File: src/rtl/wordle_pkg.sv
// Shared state encoding, key codes, score codes and word helpers for the
// Wordle guess sequencer.
package wordle_pkg;

    localparam int WORD_LEN    = 5;
    localparam int MAX_GUESSES = 6;
    localparam int LETTER_W    = 8;
    localparam int WORD_W      = WORD_LEN * LETTER_W;
    localparam int SCORE_W     = 2 * WORD_LEN;

    typedef enum logic [2:0] {
        IDLE,
        ENTRY,
        GREEN,
        YELLOW,
        REPORT,
        DONE
    } wordle_state_e;

    localparam logic [LETTER_W-1:0] KEY_BS    = 8'h08;
    localparam logic [LETTER_W-1:0] KEY_ENTER = 8'h0D;

    localparam logic [1:0] SCORE_GRAY   = 2'b00;
    localparam logic [1:0] SCORE_YELLOW = 2'b01;
    localparam logic [1:0] SCORE_GREEN  = 2'b10;

    localparam logic [2:0]         FULL_CURSOR = 3'(WORD_LEN);
    localparam logic [2:0]         LAST_ROW    = 3'(MAX_GUESSES - 1);
    localparam logic [2:0]         LAST_POS    = 3'(WORD_LEN - 1);
    localparam logic [SCORE_W-1:0] ALL_GREEN   = 10'h2AA;

    // Letter 0 sits in the most significant byte of a word.
    function automatic logic [LETTER_W-1:0] get_letter(input logic [WORD_W-1:0] w, input int i);
        return w[WORD_W-1-LETTER_W*i -: LETTER_W];
    endfunction

    function automatic logic [1:0] get_score(input logic [SCORE_W-1:0] s, input int i);
        return s[SCORE_W-1-2*i -: 2];
    endfunction

endpackage

File: src/rtl/wordle_letter_match.sv
// Finds the lowest-index secret letter that equals the given letter and has
// not already been claimed by a green or earlier yellow.
module wordle_letter_match
    import wordle_pkg::*;
(
    input  logic [LETTER_W-1:0] letter,
    input  logic [WORD_W-1:0]   secret,
    input  logic [WORD_LEN-1:0] used,
    output logic                hit,
    output logic [WORD_LEN-1:0] onehot
);

    logic [WORD_LEN-1:0] cand;

    always_comb begin
        for (int j = 0; j < WORD_LEN; j++) begin
            cand[j] = !used[j] && (get_letter(secret, j) == letter);
        end
    end

    // x & -x isolates the lowest set bit, i.e. the lowest secret index.
    assign onehot = cand & (-cand);
    assign hit    = |cand;

endmodule

File: src/rtl/wordle_guess_seq.sv
// One Wordle game: keystroke entry, per-letter scoring and win/lose tracking.
// Optional hard mode is enabled by defining WORDLE_HARD_MODE_EN.
module wordle_guess_seq
    import wordle_pkg::*;
(
    input  logic                Clk,
    input  logic                reset,
    input  logic                start,
    input  logic [WORD_W-1:0]   secret_word,
    input  logic                key_valid,
    input  logic [LETTER_W-1:0] key_code,
    output logic                key_ready,
    output logic [WORD_W-1:0]   letters,
    output logic [2:0]          cursor,
    output logic [2:0]          guess_row,
    output logic                score_valid,
    output logic [SCORE_W-1:0]  score,
    input  logic                ack,
    output logic                busy,
    output logic                win,
    output logic                lose,
    output logic                reject,
    output wordle_state_e       state
);

    // Handshakes: a key transfers on a rising edge with key_valid && key_ready;
    // the score is offered with score_valid held until an edge with ack high.
    wordle_state_e        state_q, state_d;
    logic [WORD_W-1:0]    secret_q, secret_d, letters_q, letters_d;
    logic [2:0]           cursor_q, cursor_d, row_q, row_d, pos_q, pos_d;
    logic [SCORE_W-1:0]   score_q, score_d;
    logic [WORD_LEN-1:0]  used_q, used_d;
    logic                 win_q, win_d, lose_q, lose_d;
    logic [LETTER_W-1:0]  key;
    logic                 is_letter;
    logic                 hit;
    logic [WORD_LEN-1:0]  onehot;

`ifdef WORDLE_HARD_MODE_EN
    logic [WORD_LEN-1:0]  gmask_q, gmask_d;
    logic [WORD_W-1:0]    glet_q, glet_d;
    logic                 reject_q, reject_d;
    logic                 conflict;

    always_comb begin
        conflict = 1'b0;
        for (int i = 0; i < WORD_LEN; i++) begin
            if (gmask_q[i] && (get_letter(letters_q, i) != get_letter(glet_q, i))) conflict = 1'b1;
        end
    end
`endif

    always_comb begin
        key = key_code;
        if (key_code >= "a" && key_code <= "z") key = key_code - 8'h20;
        is_letter = (key >= "A") && (key <= "Z");
    end

    wordle_letter_match u_match (
        .letter (get_letter(letters_q, int'(pos_q))),
        .secret (secret_q),
        .used   (used_q),
        .hit    (hit),
        .onehot (onehot)
    );

    always_comb begin
        state_d   = state_q;
        secret_d  = secret_q;
        letters_d = letters_q;
        cursor_d  = cursor_q;
        row_d     = row_q;
        pos_d     = pos_q;
        score_d   = score_q;
        used_d    = used_q;
        win_d     = win_q;
        lose_d    = lose_q;
`ifdef WORDLE_HARD_MODE_EN
        gmask_d   = gmask_q;
        glet_d    = glet_q;
        reject_d  = 1'b0;
`endif
        case (state_q)
            IDLE, DONE: begin
                if (start) begin
                    state_d   = ENTRY;
                    secret_d  = secret_word;
                    letters_d = '0;
                    cursor_d  = '0;
                    row_d     = '0;
                    score_d   = '0;
                    used_d    = '0;
                    win_d     = 1'b0;
                    lose_d    = 1'b0;
`ifdef WORDLE_HARD_MODE_EN
                    gmask_d   = '0;
                    glet_d    = '0;
`endif
                end
            end
            ENTRY: begin
                if (key_valid) begin
                    if (is_letter) begin
                        if (cursor_q != FULL_CURSOR) begin
                            for (int i = 0; i < WORD_LEN; i++) begin
                                if (cursor_q == 3'(i)) letters_d[WORD_W-1-LETTER_W*i -: LETTER_W] = key;
                            end
                            cursor_d = cursor_q + 3'd1;
                        end
                    end else if (key == KEY_BS) begin
                        if (cursor_q != 3'd0) begin
                            for (int i = 0; i < WORD_LEN; i++) begin
                                if (cursor_q == 3'(i + 1)) letters_d[WORD_W-1-LETTER_W*i -: LETTER_W] = '0;
                            end
                            cursor_d = cursor_q - 3'd1;
                        end
                    end else if (key == KEY_ENTER && cursor_q == FULL_CURSOR) begin
`ifdef WORDLE_HARD_MODE_EN
                        if (conflict) reject_d = 1'b1;
                        else          state_d  = GREEN;
`else
                        state_d = GREEN;
`endif
                    end
                end
            end
            GREEN: begin
                for (int i = 0; i < WORD_LEN; i++) begin
                    if (get_letter(letters_q, i) == get_letter(secret_q, i)) begin
                        score_d[SCORE_W-1-2*i -: 2] = SCORE_GREEN;
                        used_d[i] = 1'b1;
`ifdef WORDLE_HARD_MODE_EN
                        gmask_d[i] = 1'b1;
                        glet_d[WORD_W-1-LETTER_W*i -: LETTER_W] = get_letter(letters_q, i);
`endif
                    end else begin
                        score_d[SCORE_W-1-2*i -: 2] = SCORE_GRAY;
                    end
                end
                pos_d   = '0;
                state_d = YELLOW;
            end
            YELLOW: begin
                if (get_score(score_q, int'(pos_q)) != SCORE_GREEN && hit) begin
                    for (int i = 0; i < WORD_LEN; i++) begin
                        if (pos_q == 3'(i)) score_d[SCORE_W-1-2*i -: 2] = SCORE_YELLOW;
                    end
                    used_d = used_q | onehot;
                end
                if (pos_q == LAST_POS) state_d = REPORT;
                else                   pos_d   = pos_q + 3'd1;
            end
            REPORT: begin
                if (ack) begin
                    if (score_q == ALL_GREEN) begin
                        state_d = DONE;
                        win_d   = 1'b1;
                    end else if (row_q == LAST_ROW) begin
                        state_d = DONE;
                        lose_d  = 1'b1;
                    end else begin
                        state_d   = ENTRY;
                        row_d     = row_q + 3'd1;
                        cursor_d  = '0;
                        letters_d = '0;
                        score_d   = '0;
                        used_d    = '0;
                    end
                end
            end
            default: state_d = IDLE;
        endcase
    end

    always_ff @(posedge Clk) begin
        if (!reset) begin
            state_q   <= IDLE;
            secret_q  <= '0;
            letters_q <= '0;
            cursor_q  <= '0;
            row_q     <= '0;
            pos_q     <= '0;
            score_q   <= '0;
            used_q    <= '0;
            win_q     <= 1'b0;
            lose_q    <= 1'b0;
`ifdef WORDLE_HARD_MODE_EN
            gmask_q   <= '0;
            glet_q    <= '0;
            reject_q  <= 1'b0;
`endif
        end else begin
            state_q   <= state_d;
            secret_q  <= secret_d;
            letters_q <= letters_d;
            cursor_q  <= cursor_d;
            row_q     <= row_d;
            pos_q     <= pos_d;
            score_q   <= score_d;
            used_q    <= used_d;
            win_q     <= win_d;
            lose_q    <= lose_d;
`ifdef WORDLE_HARD_MODE_EN
            gmask_q   <= gmask_d;
            glet_q    <= glet_d;
            reject_q  <= reject_d;
`endif
        end
    end

    assign key_ready   = (state_q == ENTRY);
    assign busy        = (state_q == GREEN) || (state_q == YELLOW);
    assign score_valid = (state_q == REPORT);
    assign letters     = letters_q;
    assign cursor      = cursor_q;
    assign guess_row   = row_q;
    assign score       = score_q;
    assign win         = win_q;
    assign lose        = lose_q;
    assign state       = state_q;
`ifdef WORDLE_HARD_MODE_EN
    assign reject      = reject_q;
`else
    assign reject      = 1'b0;
`endif

endmodule

File: config.mk
export PLATFORM = sky130hd
export DESIGN_NAME = wordle_guess_seq
export DESIGN_NICKNAME = d
export VERILOG_FILES = /design/src/rtl/wordle_pkg.sv /design/src/rtl/wordle_letter_match.sv /design/src/rtl/wordle_guess_seq.sv
export SDC_FILE = /design/constraint.sdc
export NUM_CORES = 1
export LEC_CHECK = 0
export ABC_AREA = 1
export BUFFER_PORTS_ARGS = -buffer_cell sky130_fd_sc_hd__buf_2
export CAP_MARGIN = 10
export CORE_MARGIN = 10
export CORE_UTILIZATION = 39
export DETAILED_ROUTE_END_ITERATION = 12
export SLEW_MARGIN = 20
export SYNTH_ARGS = -nofsm -noshare
export SYNTH_HDL_FRONTEND = slang
export SYNTH_SLANG_ARGS = --single-unit
File: constraint.sdc
create_clock -name Clk -period 3.45 [get_ports Clk]
set_input_delay 0.345 -clock Clk [delete_from_list [all_inputs] [get_ports Clk]]
set_output_delay 0.345 -clock Clk [all_outputs]
set_load 0.02 [all_outputs]
Yosys cells after proc, flatten, opt, wreduce, memory -nomap -nowiden
Cells that the tools add are included.
{ "totals": {"elab_cells": 232, "ff_bits": 109, "in_bits": 53, "output_inout_bits": 65} }
{ "op_classes": {"n_shift": 2, "magnitude_cmp": 4, "mux": 82, "eq_ne": 65, "addsub": 8, "bitwise_logic": 2, "reduce_logical": 47} }
{ "op_table": {"columns": ["cell", "n"], "rows": [
  ["$mux W40", 9],
  ["$pmux W40 S3", 1],
  ["$mux W8", 11],
  ["$eq A8 B8 Y1", 10],
  ["$reduce_and A7 Y1", 11],
  ["$mux W3", 22],
  ["$reduce_and A11 Y1", 5],
  ["$mux W10", 5],
  ["$shiftx A47 B7 Y8", 1],
  ["$pmux W10 S4", 1],
  ["$ne A2 B2 Y1 const B", 19],
  ["$mux W5", 5],
  ["$ne A3 B1 Y1 const B", 7],
  ["$mux W2", 10],
  ["$pmux W5 S4", 1],
  ["$eq A3 B2 Y1 const B", 6],
  ["$eq A3 B3 Y1 const B", 6],
  ["$ne A3 B2 Y1 const B", 6],
  ["$eq A8 B4 Y1 const B", 2],
  ["$ge A8 B7 Y1 const B", 2],
  ["$le A8 B7 Y1 const B", 2],
  ["$pmux W3 S5", 1],
  ["$pmux W3 S2", 2],
  ["$mux W1", 11],
  ["28 further kinds", 54]
]} }

Logic depth before layout (Yosys ltp)
{ "depth": {"ltp_word": 10, "ltp_mapped": 25, "ltp_nobuf": 23} }

By module
A second synthesis with hierarchy kept.
{ "hier_totals": {"hier_cells": 957, "area_unflattened_um2": 6348.6} }
{ "by_module_without_submodules": {"columns": ["mod", "cells_each", "instances", "seq_area_each_um2", "area_per_inst_um2"], "rows": [
  ["wordle_guess_seq", 803, 1, 2182.1, 5674.2],
  ["wordle_letter_match", 154, 1, 0.0, 674.4]
]} }

Worst setup path before layout
No wires, ideal clock.
{ "synth_path": {"path_kind": "register -> register", "from": "register pos_q[0]", "to": "register used_q[1]", "arrival_time_ns": 2.801, "setup_slack_ns": 0.537, "stages_incl_launch_ff": 25, "period_less_slack_ns": 2.913, "setup_time_ns": 0.113, "n_path_buf": 3, "required_ns": 3.337, "path_cell_list": "dfxtp_1 -> inv_2 -> buf_4 -> ha_1 -> ha_1 -> buf_2 -> nor3_4 -> nand2_1 -> nand2_2 -> nand2_2 -> nand2_1 -> nand2_1 -> inv_2 -> nand2_1 -> nor2_2 -> nand3_1 -> nand2_1 -> inv_2 -> nand3_2 -> nand2_2 -> nand2_4 -> buf_12 -> nand2_2 -> nor2_1 -> nor2_1"} }
{ "synth_between": {"elab_chain_len": 9, "word_cells_on_any_way": 24, "cone_classes": "add/sub (3); eq/ne (7); shift (2); mux (2); bitwise (2); reduce/logical (8)"} }
{ "synth_rtl": {"columns": ["item", "line", "rtl"], "rows": [
  ["start, declared", "wordle_guess_seq.sv:30", "logic [2:0] cursor_q, cursor_d, row_q, row_d, pos_q, pos_d;"],
  ["start signal, assigned", "wordle_guess_seq.sv:198", "pos_q <= pos_d;"],
  ["$sub A6 B6 Y7", "wordle_pkg.sv:34", "return w[WORD_W-1-LETTER_W*i -: LETTER_W];"],
  ["$shiftx A47 B7 Y8", "wordle_pkg.sv:34", null],
  ["$eq A8 B8 Y1", "wordle_letter_match.sv:17", "cand[j] = !used[j] && (get_letter(secret, j) == letter);"],
  ["$logic_and A1 B1 Y1", "wordle_letter_match.sv:17", null],
  ["$neg A5 Y5", "wordle_letter_match.sv:22", "assign onehot = cand & (-cand);"],
  ["$and A5 B5 Y5", "wordle_letter_match.sv:22", null],
  ["$or A5 B5 Y5", "wordle_guess_seq.sv:148", "used_d = used_q | onehot;"],
  ["$mux W5", "wordle_guess_seq.sv:144", "if (get_score(score_q, int'(pos_q)) != SCORE_GREEN && hit) begin"],
  ["$pmux W5 S4", "wordle_guess_seq.sv:83", "case (state_q)"],
  ["end signal, assigned", "wordle_guess_seq.sv:200", "used_q <= used_d;"],
  ["end, declared", "wordle_guess_seq.sv:32", "logic [WORD_LEN-1:0] used_q, used_d;"]
]} }
Parallel ways exist; a longest one is shown, timed or not. The select of a mux whose other input is x is not followed.
A chain may end at the register's enable or synchronous reset.

Worst setup path after layout
{ "layout_path": {"from": "register pos_q[1]", "to": "register score_q[1] (netlist: score[1])"} }
{ "layout_between": {"elab_chain_len": 8, "word_cells_on_any_way": 21, "cone_classes": "add/sub (2); eq/ne (9); shift (2); reduce/logical (8)"} }
{ "layout_rtl": {"columns": ["item", "line", "rtl"], "rows": [
  ["$sub A6 B6 Y7", "wordle_pkg.sv:34", null],
  ["$shiftx A47 B7 Y8", "wordle_pkg.sv:34", null],
  ["$eq A8 B8 Y1", "wordle_letter_match.sv:17", null],
  ["$logic_and A1 B1 Y1", "wordle_letter_match.sv:17", null],
  ["$reduce_or A5 Y1", "wordle_letter_match.sv:23", "assign hit = |cand;"],
  ["$logic_and A1 B1 Y1", "wordle_guess_seq.sv:144", null],
  ["$ne A2 B2 Y1 (no source line)", null, null],
  ["$reduce_and A7 Y1 (no source line) *", null, null],
  ["end signal, assigned", "wordle_guess_seq.sv:199", "score_q <= score_d;"],
  ["end, declared", "wordle_guess_seq.sv:31", "logic [SCORE_W-1:0] score_q, score_d;"]
]} }
Mark *: on every way between the ends. The rest lies on a longest branch, timed or not.

==> results.tsv <==
stage	metric	value	unit
outcome	result of the run	finished clean	
clock_tree	clock slew seen by the registers of the worst setup and hold paths	0.07	ns
cells_and_area	Post-layout nets	1199	
critical_path	Worst Setup SP	pos_q[1]	
critical_path	critical path endpoint	score[1]	
placement	IO Port Bufs	116	
cells_and_area	number of diodes added for antenna fixing	0	
critical_path	biggest fanout along the worst timing path	12	
pwr	sw power	0.00396	W
clock_tree	CTS Root Cell	sky130_fd_sc_hd__clkbuf_16	
route	Via density	5.04	
critical_path	FF-to-FF Start	pos_q[1]	
route	DR WL/cell	16.8	um
placement	worst setup slack after placement	0.365	ns
clock_tree	buffers inserted by post-CTS timing repair	0	
grt	first-pass GRT wire length	36000	um
route	first-pass iteration count of the detailed router	6	
pwr	internal power contribution	0.00364	W
route	DR DRC count	0	
sta	Total Neg Setup Slack	0	ns
logic_synthesis	Post-Syn Area	6580	um2
placement	HPWL Detailed	17800	um
placement	placer's final routability congestion estimate	1.03	
floorplan	chip height	150	um
logic_synthesis	Post-Syn Nets	1092	
sta	worst-case setup margin in the final layout	0.458	ns
cells_and_area	ratio of cells with drive above 1 in the final layout	16.8	%
floorplan	Placement Rows	47	
logic_synthesis	leading cell types by total area after synthesis	sky130_fd_sc_hd__dfxtp_1 (33%), sky130_fd_sc_hd__nand2_1 (13%), sky130_fd_sc_hd__inv_1 (7.9%), sky130_fd_sc_hd__nor2_1 (7.9%), sky130_fd_sc_hd__a21oi_1 (5.4%)	
critical_path	Reg2Reg Setup Slack	0.46	ns
critical_path	endpoint required time on the critical path	3.76	ns
sta	total count of hold-check failures in the final report	0	
clock_tree	number of CTS-inserted buffers	9	
grt	total grt overflow	0	
sta	unrepaired setup endpoints after global routing	false	
logic_synthesis	synthesized instance count	1023	
sta	final setup violation count	0	
critical_path	endpoint type of the worst setup path	register	
flow_run	total of max-cap violations	0	
clock_tree	H-tree level count	3	
pwr	Logic pwr share	56.6	%
placement	Cell Count Post-Placement	1338	
sta	slew margin rel.	30.8	%
floorplan	count of boundary I/O pins	118	
pwr	power density over the cells	990	nW/um2
cells_and_area	count of non-filler cells in the finished layout	1354	
cells_and_area	final-layout fill cell count	1825	
cells_and_area	Synth-to-Final Area Change	16.6	%
sta	Clock Skews	0.0109	ns
clock_tree	later-pin clock latency in the skew report	0.37	ns
logic_synthesis	total of flip-flops plus latches after synthesis	109	
logic_synthesis	post-synth top area cell	sky130_fd_sc_hd__dfxtp_1	
floorplan	core box area	16600	um2
floorplan	die span in x	150	um
pwr	Net Sw Frac	52.1	%
pwr	Worst IR Drop VDD	0.514	mV
logic_synthesis	Distinct cells, synth	45	
critical_path	critical path class	reg2reg	
route	total number of vias	6819	
clock_tree	clock sinks	109	
critical_path	cell depth of the worst flop-to-flop path	20	
grt	maximum number of pins on one net before global-route repair	66	
logic_synthesis	mean cell area of the mapped netlist	6.43	um2
route	Final ANT Viol Nets	0	
sta	Worst Tran Pin Value	1.01	ns
sta	Period Utilization, post-route	86.7	%
sta	Max Fclk	334	MHz
logic_synthesis	Synth Warn #	0	
logic_synthesis	area share of the leading cell type in the synthesized netlist	33.1	%
pwr	sequential share of power	29.8	%
grt	overall global routing resource usage	20.3	%
route	Post-Route WL	22800	um
sta	final-report max-slew violation count	0	
logic_synthesis	sequential fraction of the synthesis area	33.1	%
pwr	reported leakage power	3.84	nW
critical_path	arrival time at the worst endpoint	3.30	ns
floorplan	total die area	22500	um2
critical_path	kind of start point of the critical path	register	
floorplan	effective utilization at floorplan	39.7	%
pwr	clock share of power	13.6	%
route	number of DRC markers after the initial detailed-route iteration	717	
sta	shortest period the worst path allows	2.99	ns
clock_tree	TritonCTS clock tree	built	
hold_path	type of the tightest min-delay check	in2reg	
critical_path	capture point of the worst reg-to-reg path	score[1]	
clock_tree	clock buffer depth	2	
grt	initial antenna violation count	0	
grt	vias in the first global route	6479	
## sequential cells by signal, summed over array words and instances (netlist names)
| signal | flops |
|---|---|
| pos_q | 3 |
| letters | 40 |
| guess_row | 3 |
| lose | 1 |
| win | 1 |
| score | 10 |
| used_q | 5 |
| cursor | 3 |
| secret_q | 40 |
| state | 3 |
## cell usage in the layout (no fill, tap or decap), types with 21 or more instances in the layout
cell	synthesis	layout
sky130_fd_sc_hd__nand2_1	233	233
sky130_fd_sc_hd__nor2_1	139	139
sky130_fd_sc_hd__inv_1	139	138
sky130_fd_sc_hd__buf_2	13	116
sky130_fd_sc_hd__dfxtp_1	109	108
sky130_fd_sc_hd__a21oi_1	71	71
sky130_fd_sc_hd__nand3_1	69	69
sky130_fd_sc_hd__o21ai_0	68	68
sky130_fd_sc_hd__xor2_1	25	25
sky130_fd_sc_hd__nand4_1	21	21
## cell type report
class                      instances  area (um2)  area share [%]
inverter                         149         559            7.28
timing repair buffer             130         686            8.93
clock inverter                     6        60.1           0.782
clock buffer                       9         225            2.93
tap                              220         275            3.59
multi-input combinational        731        3690            48.0
sequential                       109        2180            28.4
## through the flow
stage	instance area, um2	hold WS (ns)	total power (W)	util (%)
3_5_place_dp	7370	0.453	0.00652	44.4
5_1_grt	7680	0.197	0.00832	46.3
6_report	7680	0.196	0.00760	46.3
2_1_floorplan	6580	0.469	0.00528	-
3_3_place_gp	7370	0.453	0.00652	44.4
4_1_cts	7650	0.191	0.00757	46.2
## power by group through the flow
| stage | sequential (W) | clock [W] | combinational, W |
|---|---|---|---|
| 2_1_floorplan | 0.00225 | 0 | 0.00302 |
| 3_3_place_gp | 0.00228 | 0 | 0.00424 |
| 3_5_place_dp | 0.00226 | 0 | 0.00425 |
| 4_1_cts | 0.00225 | 0.00105 | 0.00428 |
| 5_1_grt | 0.00231 | 0.00110 | 0.00491 |
| 6_report | 0.00227 | 0.00103 | 0.00430 |
## cell usage after synthesis, drive strengths merged
| library cell | count |
|---|---|
| nand2 | 254 |
| inv | 146 |
| nor2 | 142 |
| dfxtp | 109 |
| o21ai | 74 |
| nand3 | 73 |
| a21oi | 71 |
| xor2 | 25 |
| nand4 | 21 |
| buf | 19 |
| clkbuf | 16 |
| ha | 16 |
| xnor2 | 16 |
| nor4 | 6 |
| nand3b | 4 |
| nor3 | 4 |
| a2111oi | 3 |
| a31oi | 3 |
| clkinv | 3 |
| o22ai | 3 |
| or2 | 3 |
| a211oi | 2 |
| o21a | 2 |
| o21bai | 2 |
| o311ai | 2 |
| a32o | 1 |
| and3b | 1 |
| conb | 1 |
| o31ai | 1 |
## what timing repair did
item	in CTS	in global routing
gates resized for setup	0	3
setup endpoints to repair	0	10
hold buffers	0	0
## cell families after synthesis
kind of cell | synth area share (%)
AOI/OAI and AO/OA | 13.3
other | 0.0570
DFF | 33.1
xor gates and xnor gates | 5.46
buffers and inverters | 11.2
and+or+nand+nor | 33.8
adders and majority gates | 3.04
## critical path, stage by stage (launching register included)
cell and delay [ns]:
sky130_fd_sc_hd__dfxtp_2 0.38, sky130_fd_sc_hd__inv_1 0.09, sky130_fd_sc_hd__ha_4 0.17, sky130_fd_sc_hd__ha_1 0.34
sky130_fd_sc_hd__nor3_4 0.26, sky130_fd_sc_hd__nand2_1 0.11, sky130_fd_sc_hd__nand2_2 0.18, sky130_fd_sc_hd__nand2_2 0.14
sky130_fd_sc_hd__nand2_1 0.09, sky130_fd_sc_hd__nand2_1 0.05, sky130_fd_sc_hd__nor2_1 0.12, sky130_fd_sc_hd__nand3_1 0.10
sky130_fd_sc_hd__nor2_2 0.15, sky130_fd_sc_hd__nor2_1 0.09, sky130_fd_sc_hd__nand3_2 0.08, sky130_fd_sc_hd__nand2_2 0.06
sky130_fd_sc_hd__nand2_4 0.17, sky130_fd_sc_hd__nand2_1 0.12, sky130_fd_sc_hd__nand2_1 0.07, sky130_fd_sc_hd__nand2_1 0.04
sky130_fd_sc_hd__nor2_1 0.10
## how the worst min path moves through the flow
stage	cells after the start	startpoint	endpoint	slack [ns]
CTS	3	secret_word[13]	secret_q[13]	0.19
global placement	1	lose	lose	0.45
detailed placement	2	win	win	0.45
finish	3	secret_word[13]	secret_q[13]	0.20
floorplan	2	secret_q[4]	secret_q[4]	0.47
global route	3	secret_word[13]	secret_q[13]	0.20
## metal layers
metal	GRT usage, %	share of wire [%]
met1	28.0	46
met2	30.7	43
met3	3.83	8.2
met4	7.63	2.4
met5	0	0
(Power assumes the default switching activity.)
